[src/rtl/uart_pkg.sv]
// Shared UART definitions: receiver state encoding, data width and the default bit period.
// The transmitter imports this same package so the bit period has a single source.
package uart_pkg;

  localparam int UART_DATA_BITS    = 8;
  localparam int UART_CLKS_PER_BIT = 868;

  typedef enum logic [2:0] {
    IDLE,
    START,
    DATA,
    STOP,
    BREAK
  } uart_state_e;

endpackage

[src/rtl/uart_rx_sync.sv]
// Two-flop synchronizer for the asynchronous serial line.
// Both stages reset high so that a reset never looks like a start bit.
module uart_rx_sync (
  input  logic clk,
  input  logic rst,
  input  logic d,
  output logic q
);

  logic meta_d, meta_q;
  logic sync_d, sync_q;

  always_comb begin
    meta_d = d;
    sync_d = meta_q;
  end

  always_ff @(posedge clk) begin
    if (rst) begin
      meta_q <= 1'b1;
      sync_q <= 1'b1;
    end else begin
      meta_q <= meta_d;
      sync_q <= sync_d;
    end
  end

  assign q = sync_q;

endmodule

[src/rtl/uart_rx.sv]
// UART receiver: 8N1, LSB first, mid-bit sampling of the synchronized line.
// A low stop bit reports frame_err and parks in BREAK until the line returns high.
module uart_rx
  import uart_pkg::*;
#(
  parameter int CLKS_PER_BIT = UART_CLKS_PER_BIT
) (
  input  logic                      clk,
  input  logic                      rst,
  input  logic                      rx_data,
  output logic [UART_DATA_BITS-1:0] dout,
  output logic                      rx_done,
  output logic                      frame_err,
  output logic                      rx_busy
);

  localparam int CW = $clog2(CLKS_PER_BIT);
  localparam logic [CW-1:0] CNT_HALF = CW'(CLKS_PER_BIT / 2 - 1);
  localparam logic [CW-1:0] CNT_LAST = CW'(CLKS_PER_BIT - 1);
  localparam logic [2:0]    IDX_LAST = 3'(UART_DATA_BITS - 1);

  logic rx_s;

  uart_state_e               state_d, state_q;
  logic [CW-1:0]             cnt_d, cnt_q;
  logic [2:0]                bit_idx_d, bit_idx_q;
  logic [UART_DATA_BITS-1:0] sh_d, sh_q;
  logic [UART_DATA_BITS-1:0] dout_d, dout_q;
  logic                      rx_done_d, rx_done_q;
  logic                      frame_err_d, frame_err_q;

  uart_rx_sync u_sync (
    .clk (clk),
    .rst (rst),
    .d   (rx_data),
    .q   (rx_s)
  );

  always_comb begin
    state_d     = state_q;
    cnt_d       = cnt_q;
    bit_idx_d   = bit_idx_q;
    sh_d        = sh_q;
    dout_d      = dout_q;
    rx_done_d   = 1'b0;
    frame_err_d = 1'b0;
    unique case (state_q)
      IDLE: begin
        cnt_d = '0;
        if (!rx_s) state_d = START;
      end
      // A start bit must still be low at its midpoint, otherwise it was a glitch.
      START: begin
        if (cnt_q == CNT_HALF) begin
          cnt_d = '0;
          if (!rx_s) begin
            state_d   = DATA;
            bit_idx_d = '0;
          end else begin
            state_d = IDLE;
          end
        end else begin
          cnt_d = cnt_q + CW'(1);
        end
      end
      DATA: begin
        if (cnt_q == CNT_LAST) begin
          cnt_d = '0;
          sh_d  = {rx_s, sh_q[UART_DATA_BITS-1:1]};
          if (bit_idx_q == IDX_LAST) state_d = STOP;
          else bit_idx_d = bit_idx_q + 3'd1;
        end else begin
          cnt_d = cnt_q + CW'(1);
        end
      end
      STOP: begin
        if (cnt_q == CNT_LAST) begin
          cnt_d = '0;
          if (rx_s) begin
            dout_d    = sh_q;
            rx_done_d = 1'b1;
            state_d   = IDLE;
          end else begin
            frame_err_d = 1'b1;
            state_d     = BREAK;
          end
        end else begin
          cnt_d = cnt_q + CW'(1);
        end
      end
      BREAK: begin
        cnt_d = '0;
        if (rx_s) state_d = IDLE;
      end
      default: begin
        state_d = IDLE;
        cnt_d   = '0;
      end
    endcase
  end

  always_ff @(posedge clk) begin
    if (rst) begin
      state_q     <= IDLE;
      cnt_q       <= '0;
      bit_idx_q   <= '0;
      sh_q        <= '0;
      dout_q      <= '0;
      rx_done_q   <= 1'b0;
      frame_err_q <= 1'b0;
    end else begin
      state_q     <= state_d;
      cnt_q       <= cnt_d;
      bit_idx_q   <= bit_idx_d;
      sh_q        <= sh_d;
      dout_q      <= dout_d;
      rx_done_q   <= rx_done_d;
      frame_err_q <= frame_err_d;
    end
  end

  assign dout      = dout_q;
  assign rx_done   = rx_done_q;
  assign frame_err = frame_err_q;
  assign rx_busy   = (state_q != IDLE);

endmodule

[config.mk]
export PLATFORM = sky130hd
export DESIGN_NAME = uart_rx
export DESIGN_NICKNAME = d
export VERILOG_FILES = /design/src/rtl/uart_pkg.sv /design/src/rtl/uart_rx_sync.sv /design/src/rtl/uart_rx.sv
export SDC_FILE = /design/constraint.sdc
export NUM_CORES = 1
export LEC_CHECK = 0
export ABC_AREA = 1
export BUFFER_PORTS_ARGS = -buffer_cell sky130_fd_sc_hd__clkbuf_2
export CAP_MARGIN = 5
export CORE_ASPECT_RATIO = 1.4
export CORE_UTILIZATION = 30
export CTS_BUF_LIST = sky130_fd_sc_hd__clkbuf_8
export CTS_CLUSTER_DIAMETER = 30
export DETAILED_ROUTE_END_ITERATION = 8
export GPL_TIMING_DRIVEN = 0
export HOLD_SLACK_MARGIN = 0.12
export PLACE_DENSITY = 0.52
export SLEW_MARGIN = 20
export SYNTH_ARGS = -nofsm -noshare
export SYNTH_HDL_FRONTEND = slang
export SYNTH_SLANG_ARGS = --single-unit
export TNS_END_PERCENT = 10
[constraint.sdc]
create_clock -name clk -period 1.75 [get_ports clk]
set_clock_uncertainty 0.05 [all_clocks]
set_input_delay 0.175 -clock clk [delete_from_list [all_inputs] [get_ports clk]]
set_output_delay 0.175 -clock clk [all_outputs]
set_load 0.05 [all_outputs]
==> metrics.cfg <==
[timing]
max_freq_mhz = 618.6
finalSetupViolations = 0
slew_viol_final = 0
relSlewSlack = 0.7395
rsz0062_at_grt = false
hold_viol_final = 0
min_period_ns = 1.617
tightestPinTransition_ns = 0.3908
period_share = 0.9237
totalNegativeSetupSlack_ns = 0

[critical_path]
path_class = flop to flop
startpoint_type = flop
crit_path_cell_trace = ha_2, nand2_1, nor2_2, nand3_4, nor3_4, o21ai_0, nor2_1
endpoint_kind = flop
worst_ep_arrival_time_ns = 1.80
critPathRequiredTime_ns = 1.93
cpMaxStageDelayCell = dfxtp_1
cp_slowest_stage_delay_ns = 0.36
crit_fanout = 8
crit_family = simple AND/OR/NAND/NOR gates
worst-path-buf-inv = 0

[synthesis]
synthFlopType = dfxtp_1
syn_area_per_cell_um2 = 7.365
seq_area_frac_synth = 0.4448
syn_area_mm2 = 0.001620
netlist.area_leader.share = 0.4448
synth_edf_count = 0
synth_area_leader_cell = dfxtp_1
ys_ff_latch = 36
synth_cells = 220
synth_common_cells = 64 x nor2_1, 36 x dfxtp_1, 35 x nand2_1
synth_async_sr_flop_share = 0
post-synth-top-count-cell = nor2_1
yosys_warnings = 0
syn_nets = 227
ys_top_cells_by_area = dfxtp_1 44%, nor2_1 15%, nand2_1 8.1%
synth.distinct_cells = 26

[power]
power.density_mw_per_mm2 = 1191
leakage_nw = 0.8419
totalPowerFinal_mw = 2.266
peakVddDrop_mv = 0.5039

[die]
initial_core_util = 0.3117
fp.dieH_um = 88.96
dieArea_mm2 = 0.005703
rows = 31
io-pin-count = 14
fp.dieW_um = 64.11
core-area_mm2 = 0.005197

[drt]
drtPass1Iterations = 2
vias = 1338
drc = 0
wl_per_cell_um = 10.29
drt_iter0_drc = 57
postRouteAntennaNets = 0
drt-total-wl_um = 3199
via_per_inst = 4.302

[run_status]
outcome = completed

[job]
max-cap-violations = 0

[global_route]
grt_max_degree = 12
grt_usage = 0.1292
grt_pass1_vias = 1246
grt-ovfl-total = 0
antenna_found_initial = 0
grt_pass1_wl_um = 5554

[clocking]
cts_tree = done
clock_latency_ns = 0.30
cts.path.max_buffers = 2
cts_buffers = 5
path_clk_slew_ns = 0.07
h-tree-depth = 2
clockRootBuffer = clkbuf_8
cts_sinks = 36

[finish]
fin_nets = 251
drive_gt1_frac = 0.1796
num-fill-cells = 579
n_antenna_cell = 0
final_area_mm2 = 0.001903
stdcell_count = 311
final_util = 0.3662
areaGrowthSynthToFinish_pct = 17.45

[hold_path]
min_path_type = flop to flop

[placement]
place.gp.congestion = 0.8659
placed_cell_area_mm2 = 0.001768
hpwl_um = 2366
port_buffers = 13
dp_cells = 299

==> power by group <==
group	internal (mW)	switching (mW)
clock network	0.314	0.303
logic	0.217	0.482
registers	0.881	0.0687
==> state kept, by name, summed over array words and instances (netlist names) <==
register and count:
bit_idx_q 3, cnt_q 10, dout 8, frame_err 1, rx_done 1, sh_q 8, state_q 3, u_sync.meta_q 1
u_sync.q 1
==> kinds of logic after synthesis <==
| logic type | after synthesis | synth area share |
|---|---|---|
| XOR/XNOR | 7 | 0.03784 |
| buffers and inverters | 28 | 0.06718 |
| flip-flops | 36 | 0.4448 |
| AO/OA/AOI/OAI | 16 | 0.05174 |
| AND/OR/NAND/NOR | 129 | 0.3676 |
| adder cells (fa/ha/maj) | 4 | 0.03089 |
==> final timing paths <==
path	startpoint	to	slack [ns]	cells past startpoint
max reg2reg	cnt_q[1]	dout[3]	0.13	7
min reg2reg	u_sync.meta_q	u_sync.q	0.38	1
max	cnt_q[1]	dout[3]	0.13	7
min	u_sync.meta_q	u_sync.q	0.38	1
==> cells in the final DEF, fill, tap and decap left out, types with 2 or more instances in the layout <==
master         Yosys  final
nor2_1            64     64
nand2_1           35     35
dfxtp_1           36     35
inv_1             21     22
clkbuf_2           0     13
o21ai_0            8      8
o21ai_1            7      7
nand3_1            6      6
xor2_1             6      6
clkbuf_8           0      6
nor3_1             5      5
inv_2              4      4
nor2_2             3      3
nand4_1            3      3
nand2_2            3      3
ha_1               4      3
dlygate4sd3_1      0      3
nand3b_1           2      2
nand3_2            2      2
or2_2              2      2
==> metal layers <==
layer	GRT usage	routed length (um)
met5	0	0
met1	0.1403	1439
met3	0.03444	84
met4	0.06667	72
met2	0.2311	1603
==> cell type report <==
cell class	count	area, um^2	share of cell area
clock buffers	6	82.58	0.04339
well taps	66	82.58	0.04339
multi-input cells	156	793.3	0.4168
inverters	26	100.1	0.05260
repair buffers	17	102.6	0.05391
plain buffers	2	8.758	0.004602
flip-flops and latches	36	721.9	0.3794
clock inverters	2	11.26	0.005917
==> metrics by stage <==
step,hold slack (ns),setup slack [ns]
global placement,0.3184,-0.004872
finish,0.3791,0.1335
CTS,0.3816,0.09624
detailed placement,0.3254,-0.001243
floorplan,0.2288,0.3117
global route,0.3915,0.01327
==> repair_timing <==
action / 4_1_cts / 5_1_grt
pin swaps: 1 / 1
hold endpoints to repair: 2 / 0
setup endpoints to repair: 1 / 3
hold buffers: 3 / 0
setup buffers: 1 / 0
resized for setup: 0 / 2
Power figures use the tool's default switching activity.
